## src/rtl/dmem_access_unit_if.sv

```systemverilog
// dmem_access_unit_if: request/response and memory-bus signals of the
// data memory access unit.
// The slave modport is the access unit's view.
// The master modport is the view of the surrounding core/memory.
interface dmem_access_unit_if #(
    parameter int AWIDTH = 32
);
    // MEM stage request side
    logic              req_valid;
    logic              req_ready;
    logic              req_we;
    logic [AWIDTH-1:0] req_addr;
    logic [31:0]       req_wdata;
    logic [2:0]        req_funct3;

    // Pipeline control and completion
    logic              stall;
    logic              resp_valid;
    logic [31:0]       resp_rdata;
    logic              resp_err;

    // Data memory / MMIO bus
    logic              mem_en;
    logic [3:0]        mem_we;
    logic [AWIDTH-3:0] mem_addr;
    logic [31:0]       mem_wdata;
    logic              mem_ready;
    logic              mem_rvalid;
    logic [31:0]       mem_rdata;

    modport slave (
        input  req_valid, req_we, req_addr, req_wdata, req_funct3,
        input  mem_ready, mem_rvalid, mem_rdata,
        output req_ready, stall, resp_valid, resp_rdata, resp_err,
        output mem_en, mem_we, mem_addr, mem_wdata
    );

    modport master (
        output req_valid, req_we, req_addr, req_wdata, req_funct3,
        output mem_ready, mem_rvalid, mem_rdata,
        input  req_ready, stall, resp_valid, resp_rdata, resp_err,
        input  mem_en, mem_we, mem_addr, mem_wdata
    );
endinterface

```

## src/rtl/dmem_access_unit.sv

```systemverilog
// dmem_access_unit: accepts one load/store from the MEM stage at a time.
// It drives a wait-stated memory handshake and builds byte-lane write
// enables and lane-replicated store data. Load data is returned aligned
// and sign/zero extended, and the pipeline is stalled until completion.
// Optional macro DMEM_MISALIGN_TRAP_EN: misaligned halfword/word requests
// skip the memory and complete immediately with resp_err=1.
module dmem_access_unit #(
    parameter int AWIDTH = 32,
    parameter int DWIDTH = 32
) (
    input  logic                 clk,
    input  logic                 rst,
    dmem_access_unit_if.slave    bus
);

    localparam logic [1:0] IDLE    = 2'd0;
    localparam logic [1:0] ISSUE   = 2'd1;
    localparam logic [1:0] WAIT_RD = 2'd2;
    localparam logic [1:0] RESP    = 2'd3;

    logic [1:0]        state_q,     state_d;
    logic              we_q,        we_d;
    logic [AWIDTH-1:0] addr_q,      addr_d;
    logic [DWIDTH-1:0] wdata_q,     wdata_d;
    logic [3:0]        mask_q,      mask_d;
    logic [2:0]        funct3_q,    funct3_d;
    logic [DWIDTH-1:0] rdata_q,     rdata_d;
`ifdef DMEM_MISALIGN_TRAP_EN
    logic              err_q,       err_d;
    logic              misaligned;
`endif

    logic [3:0]        storeMask;
    logic [DWIDTH-1:0] storeData;
    logic [DWIDTH-1:0] loadData;
    logic [DWIDTH-1:0] shiftedWord;
    logic [7:0]        loadByte;
    logic [15:0]       loadHalf;
    logic              extBit;

    // Store lane mask and replicated data from the incoming request;
    // funct3[1:0] gives the size, reserved encodings fall back to word.
    always_comb begin
        storeMask = 4'b1111;
        storeData = bus.req_wdata;
        case (bus.req_funct3[1:0])
            2'b00: begin
                storeMask = 4'b0001 << bus.req_addr[1:0];
                storeData = {4{bus.req_wdata[7:0]}};
            end
            2'b01: begin
                storeMask = bus.req_addr[1] ? 4'b1100 : 4'b0011;
                storeData = {2{bus.req_wdata[15:0]}};
            end
            default: begin
                storeMask = 4'b1111;
                storeData = bus.req_wdata;
            end
        endcase
    end

`ifdef DMEM_MISALIGN_TRAP_EN
    // Halfword needs addr[0]=0, word (including reserved sizes) needs addr[1:0]=0.
    always_comb begin
        misaligned = 1'b0;
        case (bus.req_funct3[1:0])
            2'b00:   misaligned = 1'b0;
            2'b01:   misaligned = bus.req_addr[0];
            default: misaligned = (bus.req_addr[1:0] != 2'b00);
        endcase
    end
`endif

    // Pick the addressed byte/halfword out of the raw read word and extend
    // it; funct3[2] selects zero extension for the unsigned loads.
    always_comb begin
        shiftedWord = bus.mem_rdata >> {addr_q[1:0], 3'b000};
        loadByte    = shiftedWord[7:0];
        loadHalf    = addr_q[1] ? bus.mem_rdata[31:16] : bus.mem_rdata[15:0];
        extBit      = 1'b0;
        loadData    = bus.mem_rdata;
        case (funct3_q[1:0])
            2'b00: begin
                extBit   = ~funct3_q[2] & loadByte[7];
                loadData = {{24{extBit}}, loadByte};
            end
            2'b01: begin
                extBit   = ~funct3_q[2] & loadHalf[15];
                loadData = {{16{extBit}}, loadHalf};
            end
            default: begin
                extBit   = 1'b0;
                loadData = bus.mem_rdata;
            end
        endcase
    end

    // Next-state logic: capture the request in IDLE, wait for acceptance in
    // ISSUE, wait for read data in WAIT_RD, and give a single RESP cycle.
    always_comb begin
        state_d  = state_q;
        we_d     = we_q;
        addr_d   = addr_q;
        wdata_d  = wdata_q;
        mask_d   = mask_q;
        funct3_d = funct3_q;
        rdata_d  = rdata_q;
`ifdef DMEM_MISALIGN_TRAP_EN
        err_d    = err_q;
`endif
        case (state_q)
            IDLE: begin
                if (bus.req_valid) begin
                    we_d     = bus.req_we;
                    addr_d   = bus.req_addr;
                    wdata_d  = bus.req_we ? storeData : '0;
                    mask_d   = bus.req_we ? storeMask : 4'b0000;
                    funct3_d = bus.req_funct3;
                    rdata_d  = '0;
`ifdef DMEM_MISALIGN_TRAP_EN
                    err_d    = misaligned;
                    state_d  = misaligned ? RESP : ISSUE;
`else
                    state_d  = ISSUE;
`endif
                end
            end
            ISSUE: begin
                if (bus.mem_ready) begin
                    state_d = we_q ? RESP : WAIT_RD;
                end
            end
            WAIT_RD: begin
                if (bus.mem_rvalid) begin
                    rdata_d = loadData;
                    state_d = RESP;
                end
            end
            RESP: begin
                state_d = IDLE;
            end
            default: begin
                state_d = IDLE;
            end
        endcase
    end

    // State and request registers; reset drops any transaction in flight.
    always_ff @(posedge clk) begin
        if (rst) begin
            state_q  <= IDLE;
            we_q     <= 1'b0;
            addr_q   <= '0;
            wdata_q  <= '0;
            mask_q   <= 4'b0000;
            funct3_q <= 3'b000;
            rdata_q  <= '0;
`ifdef DMEM_MISALIGN_TRAP_EN
            err_q    <= 1'b0;
`endif
        end else begin
            state_q  <= state_d;
            we_q     <= we_d;
            addr_q   <= addr_d;
            wdata_q  <= wdata_d;
            mask_q   <= mask_d;
            funct3_q <= funct3_d;
            rdata_q  <= rdata_d;
`ifdef DMEM_MISALIGN_TRAP_EN
            err_q    <= err_d;
`endif
        end
    end

    // Output decode; memory command fields come straight from the
    // registers so they stay stable while ISSUE waits for mem_ready.
    always_comb begin
        bus.req_ready  = (state_q == IDLE);
        bus.stall      = ((state_q == IDLE) & bus.req_valid)
                       | (state_q == ISSUE) | (state_q == WAIT_RD);
        bus.resp_valid = (state_q == RESP);
        bus.resp_rdata = (state_q == RESP) ? rdata_q : '0;
`ifdef DMEM_MISALIGN_TRAP_EN
        bus.resp_err   = (state_q == RESP) & err_q;
`else
        bus.resp_err   = 1'b0;
`endif
        bus.mem_en     = (state_q == ISSUE);
        bus.mem_we     = (state_q == ISSUE) ? mask_q : 4'b0000;
        bus.mem_addr   = addr_q[AWIDTH-1:2];
        bus.mem_wdata  = wdata_q;
    end

endmodule

```

## src/flat_wrapper.sv

```systemverilog
// flat-port wrapper written by rule: the top's interface ports become plain ports
module dmem_access_unit_flat 
#(
    parameter int AWIDTH = 32,
    parameter int DWIDTH = 32
)
  (clk, rst, bus_req_valid, bus_req_we, bus_req_addr, bus_req_wdata, bus_req_funct3, bus_mem_ready, bus_mem_rvalid, bus_mem_rdata, bus_req_ready, bus_stall, bus_resp_valid, bus_resp_rdata, bus_resp_err, bus_mem_en, bus_mem_we, bus_mem_addr, bus_mem_wdata);
  dmem_access_unit_if #(.AWIDTH(AWIDTH)) bus_i ();
  input  logic clk;
  input  logic rst;
  input wire logic [$bits(bus_i.req_valid)-1:0] bus_req_valid;
  input wire logic [$bits(bus_i.req_we)-1:0] bus_req_we;
  input wire logic [$bits(bus_i.req_addr)-1:0] bus_req_addr;
  input wire logic [$bits(bus_i.req_wdata)-1:0] bus_req_wdata;
  input wire logic [$bits(bus_i.req_funct3)-1:0] bus_req_funct3;
  input wire logic [$bits(bus_i.mem_ready)-1:0] bus_mem_ready;
  input wire logic [$bits(bus_i.mem_rvalid)-1:0] bus_mem_rvalid;
  input wire logic [$bits(bus_i.mem_rdata)-1:0] bus_mem_rdata;
  output wire logic [$bits(bus_i.req_ready)-1:0] bus_req_ready;
  output wire logic [$bits(bus_i.stall)-1:0] bus_stall;
  output wire logic [$bits(bus_i.resp_valid)-1:0] bus_resp_valid;
  output wire logic [$bits(bus_i.resp_rdata)-1:0] bus_resp_rdata;
  output wire logic [$bits(bus_i.resp_err)-1:0] bus_resp_err;
  output wire logic [$bits(bus_i.mem_en)-1:0] bus_mem_en;
  output wire logic [$bits(bus_i.mem_we)-1:0] bus_mem_we;
  output wire logic [$bits(bus_i.mem_addr)-1:0] bus_mem_addr;
  output wire logic [$bits(bus_i.mem_wdata)-1:0] bus_mem_wdata;
  assign bus_i.req_valid = bus_req_valid;
  assign bus_i.req_we = bus_req_we;
  assign bus_i.req_addr = bus_req_addr;
  assign bus_i.req_wdata = bus_req_wdata;
  assign bus_i.req_funct3 = bus_req_funct3;
  assign bus_i.mem_ready = bus_mem_ready;
  assign bus_i.mem_rvalid = bus_mem_rvalid;
  assign bus_i.mem_rdata = bus_mem_rdata;
  assign bus_req_ready = bus_i.req_ready;
  assign bus_stall = bus_i.stall;
  assign bus_resp_valid = bus_i.resp_valid;
  assign bus_resp_rdata = bus_i.resp_rdata;
  assign bus_resp_err = bus_i.resp_err;
  assign bus_mem_en = bus_i.mem_en;
  assign bus_mem_we = bus_i.mem_we;
  assign bus_mem_addr = bus_i.mem_addr;
  assign bus_mem_wdata = bus_i.mem_wdata;
  dmem_access_unit #(.AWIDTH(AWIDTH), .DWIDTH(DWIDTH)) u_core (.clk(clk), .rst(rst), .bus(bus_i));
endmodule
```

## config.mk

```make
export PLATFORM = sky130hd
export DESIGN_NAME = dmem_access_unit_flat
export DESIGN_NICKNAME = d
export VERILOG_FILES = /design/src/rtl/dmem_access_unit_if.sv /design/src/rtl/dmem_access_unit.sv /design/src/flat_wrapper.sv
export SDC_FILE = /design/constraint.sdc
export NUM_CORES = 1
export LEC_CHECK = 0
export ABC_AREA = 1
export CELL_PAD_IN_SITES_DETAIL_PLACEMENT = 0
export CELL_PAD_IN_SITES_GLOBAL_PLACEMENT = 1
export CORE_ASPECT_RATIO = 1.2
export CORE_MARGIN = 2
export CORE_UTILIZATION = 30
export CTS_BUF_LIST = sky130_fd_sc_hd__clkbuf_8 sky130_fd_sc_hd__clkbuf_16
export DETAILED_ROUTE_END_ITERATION = 6
export PLACE_DENSITY_LB_ADDON = 0.15
export SETUP_SLACK_MARGIN = 0.4
export SLEW_MARGIN = 20
export SYNTH_ARGS = -nofsm -noshare
export SYNTH_HDL_FRONTEND = slang
export SYNTH_SLANG_ARGS = --single-unit
```

## constraint.sdc

```tcl
create_clock -name clk -period 2.2 [get_ports clk]
set_input_delay 0.22 -clock clk [delete_from_list [all_inputs] [get_ports clk]]
set_output_delay 0.22 -clock clk [all_outputs]
set_load 0.01 [all_outputs]
```

======== Yosys cells after proc, flatten, opt, wreduce, memory -nomap -nowiden ========
Index checks and enable logic that the tools add are counted.
cells by class
  bitwise gates (word level) .............. 6
  reductions and logical operators ........ 7
  equal/unequal tests ..................... 8
  shift-type cells ........................ 2
  multiplexer cells ....................... 17
operators by type and width
  cell                   number
  $pmux W32 S2           3
  $mux W32               4
  $shr A32 B5 Y8         1
  $mux W16               1
  $mux W4                3
  $pmux W2 S4            1
  $pmux W4 S2            1
  $eq A2 B1 Y1 const B   3
  $logic_not A2 Y1       3
  $mux W2                3
  $ne A2 B2 Y1 const B   3
  $reduce_and A3 Y1      2
  $eq A2 B2 Y1 const B   2
  $shl A1 B2 Y4 const A  1
  $and A1 B1 Y1          3
  $or A1 B1 Y1           2
  $reduce_and A2 Y1      1
  $reduce_bool A2 Y1     1
  $mux W1                1
  $not A1 Y1             1
word-level totals
  bits in registers ....................... 106
  output and inout bits ................... 103
  word-level logic and storage cells ...... 47

======== Longest topological paths before layout ========
Gate-level depths: netlist of the first run.
  word-level depth ........................ 5
  mapped depth ............................ 11
  mapped depth without buffers ............ 10

======== Worst setup path after synthesis of the first run ========
Ideal clock, no wire load.
  path kind ............................... reg-to-reg
  start point ............................. register u_core.state_q[0]
  end point ............................... register u_core.rdata_q[18]
  path buffers ............................ 1
  data required time ...................... 2.059 ns
  stages on the path, launching flop included .. 11
  setup slack ............................. 0.524 ns
  setup time .............................. 0.141 ns
  period minus slack after synthesis ...... 1.676 ns
  arrival ................................. 1.535 ns
  cells stage by stage .................... dfxtp_1 > inv_1 > ha_1 > inv_1 > o21ai_1 > inv_1 > nand2_1 > clkbuf_1 > nor2_1 > nand2_2 > a21oi_2
on the way
  word-level cells in the longest chain between the ends .. 3
  elaborated cells between the ends (all ways) .. 7
  those cells by class .................... eq/ne: 3; mux: 1; reduce/logical: 3
ends and longest elaborated chain
  item                                                                 line                     source
  start, declared                                                      dmem_access_unit.sv:21   logic [1:0] state_q, state_d;
  start signal, assigned                                               dmem_access_unit.sv:162  state_q <= state_d;
  $logic_not A2 Y1 *                                                   --
  via bus_req_ready                                                    flat_wrapper.sv:19       output wire logic [$bits(bus_i.req_ready)-1:0] bus_req_ready;
  $ne A2 B2 Y1 (no source line) or $reduce_bool A2 Y1 (tied branches)  --
  $reduce_and A3 Y1 (no source line)                                   --
  end signal, assigned                                                 dmem_access_unit.sv:168  rdata_q <= rdata_d;
  end, declared                                                        dmem_access_unit.sv:27   logic [DWIDTH-1:0] rdata_q, rdata_d;
The timed path passes the listed nets; every way through them passes the cells marked *.
A chain may end at the register's enable or synchronous reset.

======== Worst setup path in the final report of the first run ========
  start point ............................. register u_core.state_q[1]
  end point ............................... output bus_resp_rdata[15]
on the way
  word-level cells in the longest chain between the ends .. 2
ends and longest elaborated chain
  item           line                     source
  $eq A2 B2 Y1   dmem_access_unit.sv:182  bus.resp_rdata = (state_q == RESP) ? rdata_q : '0;
  $mux W32       dmem_access_unit.sv:182
  end, declared  flat_wrapper.sv:22       output wire logic [$bits(bus_i.resp_rdata)-1:0] bus_resp_rdata;
Every way passes these cells.

==> flow_summary.yaml, run 1 <==
routing:
  drt_iter0_drc: 303
  viasPerCell: 4.54
  met2_length_um: 8610
  dr_wl_met3_um: 1140
  ant_nets: 0
  wl_um: 17700
  post-route-drc-count: 0
  vias: 5388
  wire_per_inst_um: 14.9
  first_pass_iters: 4
  wl_met1_um: 7650
  dr.max_layer_used: "met4"
synthesis:
  synth_area_leaders: "dfxtp_1 40%, nand2_1 20%, a21oi_1 9.2%"
  async_flop_share_pct: 0
  netlist_area_um2: 5280
  yosys.area.top_type: "dfxtp_1"
  ys_ff_latch: 106
  synth-seq-area-share_pct: 40.2
  ys_warn_count: 0
  muxShareOfSynthArea_pct: 0
  yosys.area_share.xor_xnor_pct: 0
  synth_fa_ha_area_share_pct: 0.949
  synth-edff-count: 0
  synth_nets: 905
  yosys.area_share.simple_pct: 30.2
  avgSynthCellArea_um2: 6.63
  synth_top_area_share_pct: 40.2
  synthFlopType: "dfxtp_1"
  postSynthCellCount: 796
  synth_top_family_by_area: "simple AND/OR/NAND/NOR gates"
  synth-compound-area-share_pct: 16.0
  synth_cell_type_count: 30
critical_path:
  crit_fanout: 9
  start_kind: "register"
  r2r_start: "u_core.state_q[0]$_SDFFE_PP0P_"
  cp.buffers_inverters: 4
  max_stage_delay_ns: 0.36
  crit_type: "register to primary output"
  reg2reg_depth: 12
  worst_path_max_delay_cell: "dfxtp_4"
  crit_chain: "ha_4 -> buf_12 -> buf_4 -> nand2_1 -> inv_1 -> clkdlybuf4s15_1"
  r2r_end: "u_core.rdata_q[2]$_SDFFE_PP0P_"
  cp-end-kind: "primary output"
  arrival_ns: 1.52
  reg2reg_slack_ns: 0.47
  critPathTopFamily: "buffers and inverters"
  crit_required_ns: 1.98
clock_network:
  path_clk_slew_ns: 0.07
  cts_sinks: 106
  cts_max_level: 3
  clk_latency_ns: 0.36
  cts_inserted_buffers: 9
  cts_tree: "done"
  root_buffer: "clkbuf_16"
  clock_path_buffers: 2
power_and_ir_drop:
  irDropWorstVdd_uv: 476
  pwr-share-clk_pct: 22.2
  comb_power_share_pct: 44.1
  internal-power_mw: 4.30
  switching_share_pct: 39.1
  p_sw_mw: 2.76
  pwr_density_cell_nw_per_um2: 905
  p_leak_nw: 3.47
  p_seq_share_pct: 33.7
  finalPower_mw: 7.06
floorplan:
  die-area_um2: 18700
  ioPinCount: 208
  core-area_um2: 17400
  die_w_um: 125
  die_h_um: 149
  rows: 53
  start_util_pct: 30.4
sta:
  fin_worst_skew_ns: 0.00624
  fin_crit_sh_pct: 79.3
  maxSlewHeadroom_pct: 63.0
  hold_viol_final: 0
  rsz0062_at_grt: "true"
  drv_slew: 0
  fin_crit_ns: 1.74
  max_freq_mhz: 573
  tightest_slew_ns: 0.555
  whs_ns: 0.268
  setup_viol: 0
  tns_ns: 0
grt:
  overflow: 0
  grtUsageTotal_pct: 18.4
  grt_pass1_vias: 5161
  antenna_found_initial: 0
  grt_max_degree: 60
  grt_pass1_wl_um: 27200
place:
  io_buffers: 206
  dp_hpwl_um: 12200
  place.gp.congestion: 0.763
  place_inst: 1159
min_path:
  hold_depth: 2
  hold_start: "rst"
  holdPathEnd: "u_core.rdata_q[20]$_SDFFE_PP0P_"
  hold_class: "primary input to register"
cells_and_area:
  syn2layout_area_growth_pct: 47.8
  drive_gt1_share_pct: 11.9
  antennaDiodeCount: 0
  stdcell_count: 1188
  final_nets: 1072
  nFillCells: 1827
run:
  timing.max_cap.violations: 0
outcome:
  outcome: "finished, final reports clean"
[layer usage]
layer	vias up	global-route usage (%)
li1	2806	-
met2	162	31.1
met3	21	4.41
met4	0	5.72
met5	-	0
met1	2399	23.1
[worst max-delay path by stage]
stage | slack, ns | from | end | cells past startpoint
6_report | 0.46 | u_core.state_q[1]$_SDFFE_PP0P_ | bus_resp_rdata[15] | 6
2_1_floorplan | 0.52 | u_core.state_q[0]$_SDFFE_PP0P_ | u_core.rdata_q[18]$_SDFFE_PP0P_ | 10
3_5_place_dp | 0.27 | bus_req_funct3[1] | u_core.bus.mem_wdata[24]$_SDFFE_PP0P_ | 7
5_1_grt | 0.37 | u_core.state_q[0]$_SDFFE_PP0P_ | bus_resp_rdata[11] | 6
4_1_cts | 0.22 | u_core.state_q[1]$_SDFFE_PP0P_ | bus_mem_we[3] | 5
3_3_place_gp | 0.34 | bus_req_funct3[1] | u_core.bus.mem_wdata[26]$_SDFFE_PP0P_ | 7
[cells in the final DEF (no fill, tap or decap), drive strengths merged]
cell type / instances
nand2: 298
clkdlybuf4s50: 165
a21oi: 107
dfxtp: 106
nor2: 77
inv: 60
o21ai: 30
clkbuf: 25
buf: 24
nand3: 19
dlygate4sd2: 18
o22ai: 8
a211oi: 6
ha: 4
dlymetal6s2s: 4
clkdlybuf4s15: 4
clkinv: 4
or2: 3
a22oi: 2
clkinvlp: 2
o21bai: 1
conb: 1
[cells in the mapped netlist, drive strengths merged, types with 2 or more instances]
cell type	instances
nand2	298
a21oi	107
dfxtp	106
nor2	77
inv	58
buf	41
clkbuf	35
o21ai	30
nand3	18
o22ai	8
a211oi	6
ha	4
or2	3
a22oi	2
[kinds of logic (layout without fill, tap and decap cells)]
kind of cell	count (synthesis)	after routing
simple gates	396	397
compound gates	154	154
buf+inv	135	306
flops	106	106
fa+ha+maj	4	4
other cells	1	1
[timing repair]
item	4_1_cts	5_1_grt
cloned	1	3
pin swaps	0	9
setup endpoints to repair	63	116
setup buffers	4	5
hold buffers	0	0
gates resized for setup	50	62
[power by group through the flow]
stage | Combinational [mW] | Sequential [mW] | Clock, mW
after global placement | 2.76 | 2.41 | 0
after floorplan | 1.80 | 2.40 | 0
after CTS | 2.84 | 2.37 | 1.62
final | 3.11 | 2.38 | 1.57
after global routing | 3.43 | 2.41 | 1.69
after detailed placement | 2.75 | 2.41 | 0
[area by class of cell]
| cell class | count | area (um2) | share of cell area, % |
|---|---|---|---|
| clock buffer | 9 | 225 | 2.89 |
| clock inverter | 7 | 51.3 | 0.658 |
| inverter | 59 | 240 | 3.08 |
| multi-input combinational | 556 | 2600 | 33.3 |
| sequential | 106 | 2130 | 27.3 |
| tap | 220 | 275 | 3.53 |
| timing repair buffer | 231 | 2280 | 29.2 |
[per-stage QoR]
stage / setup slack (ns) / utilization [%] / cell area [um2]
floorplan: 0.524 / - / 5280
global placement: 0.341 / 42.0 / 7300
detailed placement: 0.268 / 42.0 / 7300
CTS: 0.218 / 44.0 / 7650
global route: 0.374 / 44.9 / 7800
finish: 0.456 / 44.9 / 7800
[registers in the layout (all words and copies together), names as in the netlist]
name	count
u_core.addr_q	32
u_core.mask_q	4
u_core.rdata_q	32
u_core.funct3_q	3
u_core.bus.mem_wdata	32
u_core.state_q	2
u_core.we_q	1
Power figures use the tool's default switching activity.
==> run 2: changes to the inputs <==
- clock period: 2.2 -> 1.8 ns (I/O delays scaled with it)
==> flow_summary.yaml, run 2 (synthesized netlist as in run 1, its figures left out) <==
outcome:
  outcome: "finished, final reports clean"
routing:
  viasPerCell: 4.60
  first_pass_iters: 4
  vias: 5672
  ant_nets: 0
  drt_iter0_drc: 222
  wl_um: 19000
  post-route-drc-count: 0
  wire_per_inst_um: 15.4
cells_and_area:
  final_nets: 1118
  layout_commonest_cell: "nand2_1"
  final_cell_mix: "227 x nand2_1, 103 x clkdlybuf4s50_1, 103 x dfxtp_1, 82 x a21oi_1, 63 x dlygate4sd2_1"
  stdcell_count: 1234
  syn2layout_area_growth_pct: 66.9
  antennaDiodeCount: 0
  drive_gt1_share_pct: 28.0
  nFillCells: 1782
critical_path:
  crit_required_ns: 1.62
  start_kind: "register"
  cp-end-kind: "primary output"
  crit_type: "register to primary output"
  cp.buffers_inverters: 4
  crit_fanout: 8
  max_stage_delay_ns: 0.39
  worst_path_max_delay_cell: "dfxtp_4"
  crit_chain: "ha_4 -> clkbuf_16 -> buf_4 -> nand2_4 -> inv_2 -> buf_6"
  arrival_ns: 1.52
  critPathTopFamily: "buffers and inverters"
floorplan:
  die-area_um2: 18700
  rows: 53
  die_w_um: 125
  core-area_um2: 17400
  die_h_um: 149
  ioPinCount: 208
  start_util_pct: 30.4
power_and_ir_drop:
  irDropWorstVdd_uv: 497
  p_leak_nw: 4.20
  pwr_density_cell_nw_per_um2: 1190
place:
  pre_cts_ws_ns: 0.120
  place.gp.congestion: 0.797
  dp_hpwl_um: 12200
  place_inst: 1167
  io_buffers: 206
grt:
  antenna_found_initial: 0
  grt_pass1_wl_um: 28100
  grt_pass1_vias: 5345
  grt_max_degree: 56
  grtUsageTotal_pct: 19.0
  overflow: 0
sta:
  fin_crit_ns: 1.70
  fin_crit_sh_pct: 94.2
  hold_viol_final: 0
  setup_ws_ns: 0.105
  max_freq_mhz: 590
  fin_worst_skew_ns: 0.00580
  drv_slew: 0
  tns_ns: 0
  setup_viol: 0
  rsz0062_at_grt: "true"
clock_network:
  clk_latency_ns: 0.36
  cts_sinks: 106
  cts_tree: "done"
  path_clk_slew_ns: 0.08
  root_buffer: "clkbuf_16"
  cts_max_level: 3
  cts_inserted_buffers: 9
  clock_path_buffers: 2
min_path:
  hold_class: "primary input to register"
run:
  timing.max_cap.violations: 0
[run 2: changes by cell type in the layout (fill, tap and decap cells not counted), moves of 16 or more]
cell / delta
buf_4: +24
nand2_4: +18
nand2_1: -48
buf_6: +23
inv_1: -16
dlygate4sd2_1: +45
clkdlybuf4s50_1: -62
nand2_2: +28
[run 2: where the power goes]
group          internal (mW)  switching, mW
Clock                  0.964          0.997
Sequential              2.71          0.257
Combinational           2.66           2.86
Total                   6.34           4.11
[run 2: area by class of cell]
type / count / area [um2] / area share (%)
Timing Repair Buffer: 277 / 2830 / 32.2
Multi-Input combinational cell: 555 / 3010 / 34.1
Clock buffer: 9 / 225 / 2.56
Timing Repair inverter: 1 / 16.3 / 0.185
Sequential cell: 106 / 2130 / 24.2
Clock inverter: 7 / 65.1 / 0.739
Inverter: 59 / 255 / 2.90
Tap cell: 220 / 275 / 3.13
[run 2: worst reg2reg max path: cells and delay by family, from the launching register on]
| kind | cells | cell delay (ns) |
|---|---|---|
| compound gates | 2 | 0.19 |
| flops | 1 | 0.37 |
| simple gates | 4 | 0.33 |
| fa+ha+maj | 1 | 0.16 |
| buf+inv | 4 | 0.57 |
[run 2: metal layers]
metal	up-vias	global-route usage [%]	wire length [um]
met5	-	0	0
met4	0	6.78	399
met3	23	4.88	1190
met2	163	33.7	9640
met1	2581	22.3	7810
li1	2905	-	-
[run 2: final timing paths]
path	startpoint	end	depth (start not counted)	slack [ns]
hold reg to reg	u_core.bus.mem_wdata[18]$_SDFFE_PP0P_	u_core.bus.mem_wdata[18]$_SDFFE_PP0P_	2	0.46
hold / removal	rst	u_core.rdata_q[19]$_SDFFE_PP0P_	2	0.21
setup / recovery	u_core.state_q[0]$_SDFFE_PP0P_	bus_resp_rdata[17]	6	0.10
setup reg to reg	u_core.state_q[1]$_SDFFE_PP0P_	u_core.rdata_q[21]$_SDFFE_PP0P_	11	0.12
[run 2: through the flow]
stage	util, %	power, mW	hold WS [ns]	cell area [um2]
after floorplan	-	5.25	0.324	5340
after global placement	42.9	6.58	0.451	7450
after detailed placement	42.9	6.57	0.454	7450
after CTS	47.6	9.91	0.196	8280
after global routing	50.7	11.1	0.226	8810
final	50.7	10.4	0.210	8810
[run 2: timing repair]
action                                  in CTS  in global routing
cloned                                       8                  4
resized for setup                          221                201
buffers inserted                            14                 25
hold buffers                                 0                  0
pin swaps                                   30                 33
endpoints found under the setup margin     189                146
